==> config.mk <==
export PLATFORM = sky130hd
export DESIGN_NAME = param_load_ctrl_flat
export DESIGN_NICKNAME = d
export VERILOG_FILES = /design/src/rtl/param_load_ctrl_if.sv /design/src/rtl/param_load_ctrl.sv /design/src/flat_wrapper.sv
export SDC_FILE = /design/constraint.sdc
export NUM_CORES = 1
export LEC_CHECK = 0
export ABC_AREA = 0
export CAP_MARGIN = 40
export CORE_MARGIN = 2
export CORE_UTILIZATION = 35
export DETAILED_ROUTE_END_ITERATION = 6
export GPL_ROUTABILITY_DRIVEN = 0
export PLACE_DENSITY = 0.92
export SYNTH_ARGS = -nofsm -noshare
export SYNTH_HDL_FRONTEND = slang
export SYNTH_SLANG_ARGS = --single-unit
==> constraint.sdc <==
create_clock -name clk -period 2.5 [get_ports clk]
set_clock_uncertainty 0.05 [all_clocks]
set_input_delay 0.375 -clock clk [delete_from_list [all_inputs] [get_ports clk]]
set_output_delay 0.375 -clock clk [all_outputs]
set_load 0.005 [all_outputs]
==> src/rtl/param_load_ctrl_if.sv <==
// Byte-stream and status bundle between the host front-end (master) and param_load_ctrl (slave).
// byte_count width follows CNT_W so it can track NUM_PARAMS bytes per load.
interface param_load_ctrl_if #(
  parameter int CNT_W = 5
);
  logic             load_start;
  logic             abort;
  logic [7:0]       in_data;
  logic             in_valid;
  logic             in_ready;
  logic [1:0]       sr_sel;
  logic [7:0]       sr_data;
  logic             busy;
  logic             params_valid;
  logic             load_done;
  logic             err;
  logic [CNT_W-1:0] byte_count;

  modport master (
    output load_start, abort, in_data, in_valid,
    input  in_ready, sr_sel, sr_data, busy, params_valid, load_done, err, byte_count
  );

  modport slave (
    input  load_start, abort, in_data, in_valid,
    output in_ready, sr_sel, sr_data, busy, params_valid, load_done, err, byte_count
  );
endinterface

==> src/rtl/param_load_ctrl.sv <==
// Sequences NUM_PARAMS byte shifts into the parameter register, one per accepted beat, zero-latency shift;
// in_ready drops when idle or on abort. Optional trailing checksum byte under PARAM_CHECKSUM_EN.
module param_load_ctrl #(
  parameter int NUM_PARAMS = 20,
  parameter int CNT_W      = 5
) (
  input  logic               clk,
  input  logic               reset,
  param_load_ctrl_if.slave   pif
);

  localparam logic [1:0] ST_IDLE = 2'd0;
  localparam logic [1:0] ST_LOAD = 2'd1;
`ifdef PARAM_CHECKSUM_EN
  localparam logic [1:0] ST_CHK  = 2'd2;
`endif
  localparam logic [CNT_W-1:0] LAST_IDX = CNT_W'(NUM_PARAMS - 1);

  logic [1:0]       state_q, state_d;
  logic [CNT_W-1:0] count_q, count_d;
  logic             pv_q, pv_d;
  logic             done_q, done_d;
  logic             in_phase;
  logic             in_ready;
  logic             accept;
  logic             shift;

`ifdef PARAM_CHECKSUM_EN
  logic             err_q, err_d;
  logic [7:0]       csum_q, csum_d;
  logic [7:0]       csum_sum;

  assign in_phase = (state_q == ST_LOAD) || (state_q == ST_CHK);
  assign csum_sum = csum_q + pif.in_data;
`else
  assign in_phase = (state_q == ST_LOAD);
`endif

  assign in_ready = in_phase & ~pif.abort;
  assign accept   = pif.in_valid & in_ready;
  // Only parameter bytes shift; the checksum byte is consumed without touching the register.
  assign shift    = accept & (state_q == ST_LOAD);

  always_comb begin
    state_d = state_q;
    count_d = count_q;
    pv_d    = pv_q;
    done_d  = 1'b0;
`ifdef PARAM_CHECKSUM_EN
    err_d   = err_q;
    csum_d  = csum_q;
`endif
    case (state_q)
      ST_IDLE: begin
        if (pif.load_start) begin
          state_d = ST_LOAD;
          count_d = '0;
          pv_d    = 1'b0;
`ifdef PARAM_CHECKSUM_EN
          err_d   = 1'b0;
          csum_d  = 8'h00;
`endif
        end
      end
      ST_LOAD: begin
        if (pif.abort) begin
          state_d = ST_IDLE;
          pv_d    = 1'b0;
        end else if (accept) begin
          count_d = count_q + CNT_W'(1);
`ifdef PARAM_CHECKSUM_EN
          csum_d  = csum_sum;
          if (count_q == LAST_IDX) begin
            state_d = ST_CHK;
          end
`else
          if (count_q == LAST_IDX) begin
            state_d = ST_IDLE;
            pv_d    = 1'b1;
            done_d  = 1'b1;
          end
`endif
        end
      end
`ifdef PARAM_CHECKSUM_EN
      ST_CHK: begin
        if (pif.abort) begin
          state_d = ST_IDLE;
          pv_d    = 1'b0;
        end else if (accept) begin
          state_d = ST_IDLE;
          if (csum_sum == 8'h00) begin
            pv_d   = 1'b1;
            done_d = 1'b1;
          end else begin
            err_d  = 1'b1;
          end
        end
      end
`endif
      default: state_d = ST_IDLE;
    endcase
  end

  always_ff @(posedge clk or posedge reset) begin
    if (reset) begin
      state_q <= ST_IDLE;
      count_q <= '0;
      pv_q    <= 1'b0;
      done_q  <= 1'b0;
    end else begin
      state_q <= state_d;
      count_q <= count_d;
      pv_q    <= pv_d;
      done_q  <= done_d;
    end
  end

`ifdef PARAM_CHECKSUM_EN
  always_ff @(posedge clk or posedge reset) begin
    if (reset) begin
      err_q  <= 1'b0;
      csum_q <= 8'h00;
    end else begin
      err_q  <= err_d;
      csum_q <= csum_d;
    end
  end

  assign pif.err = err_q;
`else
  assign pif.err = 1'b0;
`endif

  assign pif.in_ready     = in_ready;
  assign pif.sr_sel       = shift ? 2'b01 : 2'b00;
  assign pif.sr_data      = shift ? pif.in_data : 8'h00;
  assign pif.busy         = (state_q != ST_IDLE);
  assign pif.params_valid = pv_q;
  assign pif.load_done    = done_q;
  assign pif.byte_count   = count_q;

endmodule

==> src/flat_wrapper.sv <==
// flat-port wrapper written by rule: the top's interface ports become plain ports
module param_load_ctrl_flat 
#(
  parameter int NUM_PARAMS = 20,
  parameter int CNT_W      = 5
)
  (clk, reset, pif_load_start, pif_abort, pif_in_data, pif_in_valid, pif_in_ready, pif_sr_sel, pif_sr_data, pif_busy, pif_params_valid, pif_load_done, pif_err, pif_byte_count);
  param_load_ctrl_if #(.CNT_W(CNT_W)) pif_i ();
  input  logic clk;
  input  logic reset;
  input wire logic [$bits(pif_i.load_start)-1:0] pif_load_start;
  input wire logic [$bits(pif_i.abort)-1:0] pif_abort;
  input wire logic [$bits(pif_i.in_data)-1:0] pif_in_data;
  input wire logic [$bits(pif_i.in_valid)-1:0] pif_in_valid;
  output wire logic [$bits(pif_i.in_ready)-1:0] pif_in_ready;
  output wire logic [$bits(pif_i.sr_sel)-1:0] pif_sr_sel;
  output wire logic [$bits(pif_i.sr_data)-1:0] pif_sr_data;
  output wire logic [$bits(pif_i.busy)-1:0] pif_busy;
  output wire logic [$bits(pif_i.params_valid)-1:0] pif_params_valid;
  output wire logic [$bits(pif_i.load_done)-1:0] pif_load_done;
  output wire logic [$bits(pif_i.err)-1:0] pif_err;
  output wire logic [$bits(pif_i.byte_count)-1:0] pif_byte_count;
  assign pif_i.load_start = pif_load_start;
  assign pif_i.abort = pif_abort;
  assign pif_i.in_data = pif_in_data;
  assign pif_i.in_valid = pif_in_valid;
  assign pif_in_ready = pif_i.in_ready;
  assign pif_sr_sel = pif_i.sr_sel;
  assign pif_sr_data = pif_i.sr_data;
  assign pif_busy = pif_i.busy;
  assign pif_params_valid = pif_i.params_valid;
  assign pif_load_done = pif_i.load_done;
  assign pif_err = pif_i.err;
  assign pif_byte_count = pif_i.byte_count;
  param_load_ctrl #(.NUM_PARAMS(NUM_PARAMS), .CNT_W(CNT_W)) u_core (.clk(clk), .reset(reset), .pif(pif_i));
endmodule
* After elaboration in Yosys (flattened, before gate mapping)
Cells that the tools add are included.
** Storage, ports and cells
- Register bits :: 9
- Output and inout port bits :: 20
- Word-level logic and storage cells :: 42
** Cells by class
- Add/sub/neg operators :: 1
- Bitwise operators :: 4
- Muxes and demuxes :: 20
- Reduce and logical (&&, ||, !) cells :: 6
- Eq/ne operators :: 7
** Operators with widths (number)
- 5-bit 2-to-1 mux :: 3
- 5-bit case mux with 2 select lines :: 1
- 1-bit 2-to-1 mux :: 9
- 2-bit 2-to-1 mux :: 4
- 8-bit 2-to-1 mux :: 1
- 4-bit AND reduction :: 2
- 2-bit inequality test, second input constant :: 3
- 3-bit inequality test, second input constant :: 2
- 5-bit by 1-bit adder with 5-bit output, second input constant :: 1
- 5-bit equality test, second input constant :: 1
- 2-bit case mux with 2 select lines :: 1
- 2-bit nonzero test :: 2
- 1-bit AND :: 3
- 3-bit AND reduction :: 1
- 2-bit by 1-bit equality test with 1-bit output, second input constant :: 1
- 2-bit logical NOT :: 1
- 1-bit case mux with 2 select lines :: 1
- 1-bit NOT :: 1

* Longest topological paths before layout
Gate-level depths: netlist of run 1.
- Word-level depth :: 6
- Mapped depth :: 5
- Depth with buffers taken out :: 4

* Worst setup path after synthesis of run 1
No wires, ideal clock.
- Path type :: reg-to-output
- Start point :: register u_core.state_q[0]
- End point :: output pif_sr_data[0]
- Arrival time :: 1.015 ns
- Required time :: 2.075 ns
- Stages on the path, launching flop included :: 5
- Setup slack :: 1.060 ns
- Cell sequence :: dfrtp_1 and3b_1 clkbuf_2 buf_2 and2_1
** Between the ends
- Word-level cells in the longest chain between the ends :: 5
** Ends and longest elaborated chain
- start: declaration :: RTL line param_load_ctrl.sv:19 : logic [1:0] state_q, state_d;
- start signal: assignment :: RTL line param_load_ctrl.sv:112 : state_q <= state_d;
- 2-bit by 1-bit equality test with 1-bit output * :: RTL line param_load_ctrl.sv:36, param_load_ctrl.sv:42
- 1-bit AND :: RTL line param_load_ctrl.sv:39 : assign in_ready = in_phase & ~pif.abort;
- 1-bit AND :: RTL line param_load_ctrl.sv:40 : assign accept = pif.in_valid & in_ready;
- 1-bit AND * :: RTL line param_load_ctrl.sv:42 : assign shift = accept & (state_q == ST_LOAD);
- named net u_core.shift :: RTL line param_load_ctrl.sv:26 : logic shift;
- 8-bit 2-to-1 mux * :: RTL line param_load_ctrl.sv:137 : assign pif.sr_data = shift ? pif.in_data : 8'h00;
- end: declaration :: RTL line flat_wrapper.sv:17 : output wire logic [$bits(pif_i.sr_data)-1:0] pif_sr_data;
Mark *: on every way through the listed nets, which the timed path passes. The rest lies on a longest branch.

* Final worst setup path of run 1
- Start point :: input pif_in_valid
- End point :: output pif_sr_data[7]
** Between the ends
- Word-level cells in the longest chain between the ends :: 3
** Ends and longest elaborated chain
- start: declaration :: RTL line flat_wrapper.sv:14 : input wire logic [$bits(pif_i.in_valid)-1:0] pif_in_valid;
- 1-bit AND :: RTL line param_load_ctrl.sv:40
- 1-bit AND :: RTL line param_load_ctrl.sv:42
- 8-bit 2-to-1 mux :: RTL line param_load_ctrl.sv:137
Every way passes these cells.

==> results of run 1 <==
==> kinds of logic after synthesis <==
logic type / count (synthesis) / share of synthesized area, %
adders and majority gates: 1 / 2.69
other: 1 / 0.808
and+or+nand+nor: 24 / 31.3
muxes: 4 / 8.63
buffers and inverters: 7 / 8.62
AOI/OAI and AO/OA: 4 / 4.85
DFF: 8 / 43.1
==> placed cells by master, fill, tap and decap left out, types with 2 or more instances in the layout <==
| cell type | count |
|---|---|
| and2_1 | 8 |
| nand2_1 | 8 |
| nand2b_1 | 2 |
| nand4_1 | 2 |
| conb_1 | 2 |
| clkbuf_4 | 3 |
| o21ai_0 | 2 |
| inv_1 | 2 |
| dfrtp_1 | 8 |
| mux2i_1 | 4 |
| clkdlybuf4s50_1 | 30 |
==> metrics by stage <==
stage	cell area, sq um	util (%)	setup slack, ns	hold slack, ns
after detailed placement	762	60.1	0.228	0.414
after global placement	762	60.1	0.260	0.412
after floorplan	468	-	1.06	0.141
final	785	61.8	0.235	0.301
after global routing	785	61.8	0.132	0.347
after CTS	785	61.8	0.228	0.308
==> flip-flops by register name, summed over array words and instances (netlist names) <==
| signal | flops |
|---|---|
| u_core.pif.byte_count | 5 |
| u_core.state_q | 1 |
| u_core.pif.load_done | 1 |
| u_core.pif.params_valid | 1 |
==> path summary, 6_finish.rpt <==
path | startpoint | endpoint | slack (ns)
setup / recovery | pif_in_valid | pif_sr_data[7] | 0.24
hold / removal | reset | u_core.pif.load_done$_DFF_PP0_ | 0.30
setup reg to reg | u_core.pif.byte_count[0]$_DFFE_PP0P_ | u_core.pif.params_valid$_DFFE_PP0P_ | 1.06
hold reg to reg | u_core.pif.params_valid$_DFFE_PP0P_ | u_core.pif.params_valid$_DFFE_PP0P_ | 0.42
max in group asynchronous | reset | u_core.state_q[0]$_DFFE_PP0P_ | 1.88
min in group clk | u_core.pif.params_valid$_DFFE_PP0P_ | u_core.pif.params_valid$_DFFE_PP0P_ | 0.42
==> area by class of cell <==
type                            instances  area share [%]
Timing Repair Buffer                   31            39.2
Multi-Input combinational cell         35            29.0
Sequential cell                         8            25.5
Clock buffer                            3            2.87
Tap cell                               15            2.39
Inverter                                2           0.957
==> report_power, final <==
group | total [mW] | internal (mW) | switching, mW
logic | 0.0892 | 0.0573 | 0.0318
clock network | 0.104 | 0.0553 | 0.0488
registers | 0.151 | 0.139 | 0.0116
total | 0.344 | 0.252 | 0.0923
==> per-layer routing <==
| layer | track usage (%) | routed length [um] |
|---|---|---|
| met5 | 0 | 0 |
| met4 | 7.50 | 8 |
| met3 | 6.67 | 47 |
| met2 | 25.8 | 660 |
| met1 | 17.8 | 404 |
==> out/results.tsv, run 1 <==
metric	value	unit
status	finished clean	
max_cap_viol_count	0	
synth.area.top_cells	dfrtp_1 (43%), and2_1 (11%), mux2i_1 (8.6%)	
hp-class	in2async	
yosys.area.top_type	dfrtp_1	
die_height	40.4	um
power.total	0.344	mW
arrival	1.84	ns
port_buffers	30	
die_w	40.4	um
cts_buffer_depth	2	
dr.pass1.iters	4	
drive_above_1_share	7.59	%
start_kind	input port	
drc	0	
seqCellArea	200	sq um
cpMostUsedCell	clkdlybuf4s50_1	
instances_no_fill	94	
cts_buffers	3	
clock_latency	0.26	ns
fin_crit_sh	90.6	%
rsz0062_at_grt	no	
critPathSlowestCell	clkdlybuf4s50_1	
worstPathRequired	2.08	ns
cp_num_buf_inv	2	
synth_ff_type	dfrtp_1	
synth-edff-count	0	
synth_top_area_share	43.1	%
via_per_inst	4.62	
hold_violations	0	
dp_cells	91	
n_fill_cell	117	
ys_warn_count	0	
cts_setup_buffers	0	
p_leak	0.378	nW
setup.worst_path.class	in2out	
grt_pass1_wl	1.63	mm
wire_per_inst	11.9	um
post_cts_resized	0	
core-area	1270	sq um
hpwl	941	um
netlist_area	464	sq um
path_delay_family	buffers and inverters	
finalNetCount	95	
pin_count	33	
multi_input_area	228	sq um
synth_common_cells	and2_1 (8), dfrtp_1 (8), nand2_1 (8)	
cts_tree	built	
ctsHoldBuffers	0	
n_antenna_cell	0	
worstPathCellList	clkdlybuf4s50_1 > and3b_1 > and2_1 > clkdlybuf4s50_1	
slew_viol_final	0	
vias	434	
min_period	2.26	ns
die-area	1630	sq um
drt_iter0_drc	6	
ir_drop	0.228	mV
root_buffer	clkbuf_4	
fmaxAchievable	442	MHz
syn2layout_area_growth	69.0	%
cp.depth	4	
endpoint_kind	output pin	
gr-total-overflow	0	
p_per_area	438	nW/um^2
synthCells	49	
antenna_found_initial	0	
ys_seq_area_share	43.1	%
rr_worst_depth	4	
crit_fanout	10	
setup_tns	0	ns
antenna_left	0	
fp-row-count	13	
grt_pass1_vias	368	
grt_max_degree	11	
async_reset_ff_share	100	%
avgSynthCellArea	9.47	sq um
start_util	36.6	%
cts_max_level	1	
slowest_delay	0.50	ns
setup_viol	0	
ys_types	19	
grt_usage	15.9	%
ys_seq_elements	8	
cts_sinks	8	
clk_pin_slew	0.06	ns
routed_wl	1.12	mm
Power figures use the tool's default switching activity.
==> inputs of run 2 (changes only) <==
--- a/config.mk
+++ b/config.mk
@@ -6,12 +6,14 @@
 export NUM_CORES = 1
 export LEC_CHECK = 0
 export ABC_AREA = 0
+export ABC_CLOCK_PERIOD_IN_PS = 2500
 export CAP_MARGIN = 40
 export CORE_MARGIN = 2
 export CORE_UTILIZATION = 35
 export DETAILED_ROUTE_END_ITERATION = 6
 export GPL_ROUTABILITY_DRIVEN = 0
 export PLACE_DENSITY = 0.92
+export SKIP_LAST_GASP = 1
 export SYNTH_ARGS = -nofsm -noshare
 export SYNTH_HDL_FRONTEND = slang
 export SYNTH_SLANG_ARGS = --single-unit
==> results of run 2 <==
The final DEF is identical to that of run 1; final timing and power are the same.
==> inputs of run 3 (changes only) <==
--- a/config.mk
+++ b/config.mk
@@ -5,14 +5,14 @@
 export SDC_FILE = /design/constraint.sdc
 export NUM_CORES = 1
 export LEC_CHECK = 0
-export ABC_AREA = 0
+export ABC_AREA = 1
 export ABC_CLOCK_PERIOD_IN_PS = 2500
 export CAP_MARGIN = 40
 export CORE_MARGIN = 2
-export CORE_UTILIZATION = 35
+export CORE_UTILIZATION = 37
 export DETAILED_ROUTE_END_ITERATION = 6
 export GPL_ROUTABILITY_DRIVEN = 0
-export PLACE_DENSITY = 0.92
+export PLACE_DENSITY = 0.93
 export SKIP_LAST_GASP = 1
 export SYNTH_ARGS = -nofsm -noshare
 export SYNTH_HDL_FRONTEND = slang
==> out/results.tsv, run 3 <==
metric	value	unit
syn2layout_area_growth	60.9	%
endpoint_kind	output pin	
netlist_area	512	sq um
p_sw	0.0987	mW
synthMuxAreaShare	0	%
synth_common_cells	inv_1 (15), nand2_1 (10), nor2_1 (9)	
fmaxAchievable	454	MHz
gr-total-overflow	0	
post_cts_resized	0	
grt_pass1_vias	502	
top_usage_layer	met2	
ir_drop	0.227	mV
cts_sinks	8	
hp-class	in2async	
mostFrequentLayoutCells	clkdlybuf4s50_1 (30), inv_1 (15), nand2_1 (10)	
synthCells	68	
synth_top_family_by_area	simple AND/OR/NAND/NOR gates	
p_int	0.250	mW
wire_per_inst	10.5	um
dr.pass1.iters	4	
slowest_delay	0.53	ns
drive_above_1_share	11.2	%
grt_pass1_wl	1.96	mm
seqPwrFrac	43.8	%
die_w	41.2	um
clk_pin_slew	0.06	ns
final_common_cell	clkdlybuf4s50_1	
preCtsSetupSlack	0.285	ns
cpMostUsedCell	clkdlybuf4s50_1	
setup.worst_path.class	in2out	
p_per_area	424	nW/um^2
setup_viol	0	
grt_use_met2	31.3	%
synthAdderAreaFrac	2.44	%
largest_reg_flops	5	
core-area	1300	sq um
start_kind	input port	
grt_max_degree	15	
max_cap_viol_count	0	
vias	523	
slew_viol_final	0	
yosys.area.top_type	dfrtp_1	
ys_seq_elements	8	
die-area	1700	sq um
cts_buffers	3	
yosysMostFrequentCell	inv_1	
start_util	39.3	%
clock_latency	0.25	ns
ys_warn_count	0	
p_leak	0.408	nW
arrival	1.78	ns
hpwl	970	um
gr-usage-met1	19.2	%
cts_max_level	1	
n_antenna_cell	0	
routed_wl	1.19	mm
min_period	2.20	ns
synth_ff_type	dfrtp_1	
synth_top_area_share	39.1	%
pin_count	33	
cts_buffer_depth	2	
drc	0	
rsz0062_at_grt	no	
avgSynthCellArea	7.53	sq um
sw_frac_of_total	28.3	%
crit_fanout	14	
port_buffers	30	
drt_iter0_drc	1	
cp_num_buf_inv	3	
synthXorXnorAreaFrac	1.71	%
path_delay_family	buffers and inverters	
synth.area.top_cells	dfrtp_1 (39%), inv_1 (11%), nand2_1 (7.3%)	
ys_types	20	
ys_seq_area_share	39.1	%
die_height	41.2	um
yosys.area_share.simple	29.8	%
hold_violations	0	
ctsHoldBuffers	0	
comb_power_share	27.8	%
critPathSlowestCell	clkdlybuf4s50_1	
clock_power_share	28.4	%
cts_tree	built	
status	finished clean	
grt_usage	17.9	%
worstPathCellList	clkdlybuf4s50_1 > inv_1 > nand3_4 > nor2_1 > clkdlybuf4s50_1	
cts_setup_buffers	0	
via_per_inst	4.63	
root_buffer	clkbuf_4	
use_met3	4.89	%
async_reset_ff_share	100	%
worstPathRequired	2.08	ns
synth-edff-count	0	
synth-compound-area-share	7.09	%
finalNetCount	114	
antenna_left	0	
fp-row-count	13	
antenna_found_initial	0	
setup_tns	0	ns
fin_ws	0.298	ns
fin_crit_sh	88.1	%
[run 3: cell types whose count changed after synthesis, sizes merged, moves of 4 or more]
cell / before / now
and2: 8 / 0
inv: 2 / 17
mux2i: 4 / 0
nand2: 8 / 12
nand3: 0 / 4
nor2: 1 / 11
[run 3: worst reg2reg max path, stage by stage, from the launching register on]
cell and delay, ns:
dfrtp_1 0.42, ha_1 0.26, nand4_1 0.20, o21ai_1 0.17, nand2_1 0.06
[run 3: metrics by stage]
stage / total power [mW] / hold slack, ns / area [sq um] / cells / utilization [%]
2_1_floorplan: 0.198 / 0.141 / 515 / 69 / -
5_1_grt: 0.374 / 0.366 / 823 / 113 / 63.3
6_report: 0.349 / 0.317 / 823 / 113 / 63.3
3_5_place_dp: 0.253 / 0.469 / 801 / 110 / 61.5
3_3_place_gp: 0.250 / 0.472 / 801 / 110 / 61.5
4_1_cts: 0.354 / 0.325 / 823 / 113 / 63.3
[run 3: cell families after synthesis]
kind of cell	Yosys count
fa+ha+maj	1
other cells	1
simple gates	30
xor+xnor	1
buf+inv	21
flops	8
compound gates	6
[run 3: power groups by stage]
stage / logic (mW) / clock network (mW) / registers [mW]
floorplan: 0.0443 / 0 / 0.154
global placement: 0.0952 / 0 / 0.155
detailed placement: 0.0973 / 0 / 0.155
CTS: 0.0981 / 0.103 / 0.153
global route: 0.109 / 0.110 / 0.155
finish: 0.0970 / 0.0991 / 0.153
[run 3: routing by layer]
metal	wire, um	share of wire, %	vias to the layer above
met2	583	49	24
met1	502	42	236
li1	-	-	261
met3	92	7.7	2
met4	12	1.0	0
met5	0	0	-
[run 3: layout make-up]
class,count,area [sq um]
Inverter,17,63.8
Timing Repair Buffer,30,300
Fill cell,117,478
Multi-Input combinational cell,40,218
Tap cell,15,18.8
Sequential cell,8,200
Clock buffer,3,22.5
[run 3: final timing paths]
path                                                       from                                   end  slack, ns  cells past startpoint
min                                                       reset  u_core.pif.byte_count[2]$_DFFE_PP0P_       0.32                      2
max reg2reg                u_core.pif.byte_count[0]$_DFFE_PP0P_         u_core.state_q[0]$_DFFE_PP0P_       1.23                      4
max in group asynchronous                                 reset  u_core.pif.byte_count[3]$_DFFE_PP0P_       1.85                      2
max                                                   pif_abort                        pif_sr_data[4]       0.30                      5
min in group clk           u_core.pif.byte_count[1]$_DFFE_PP0P_  u_core.pif.byte_count[1]$_DFFE_PP0P_       0.48                      2
min reg2reg                u_core.pif.byte_count[1]$_DFFE_PP0P_  u_core.pif.byte_count[1]$_DFFE_PP0P_       0.48                      2
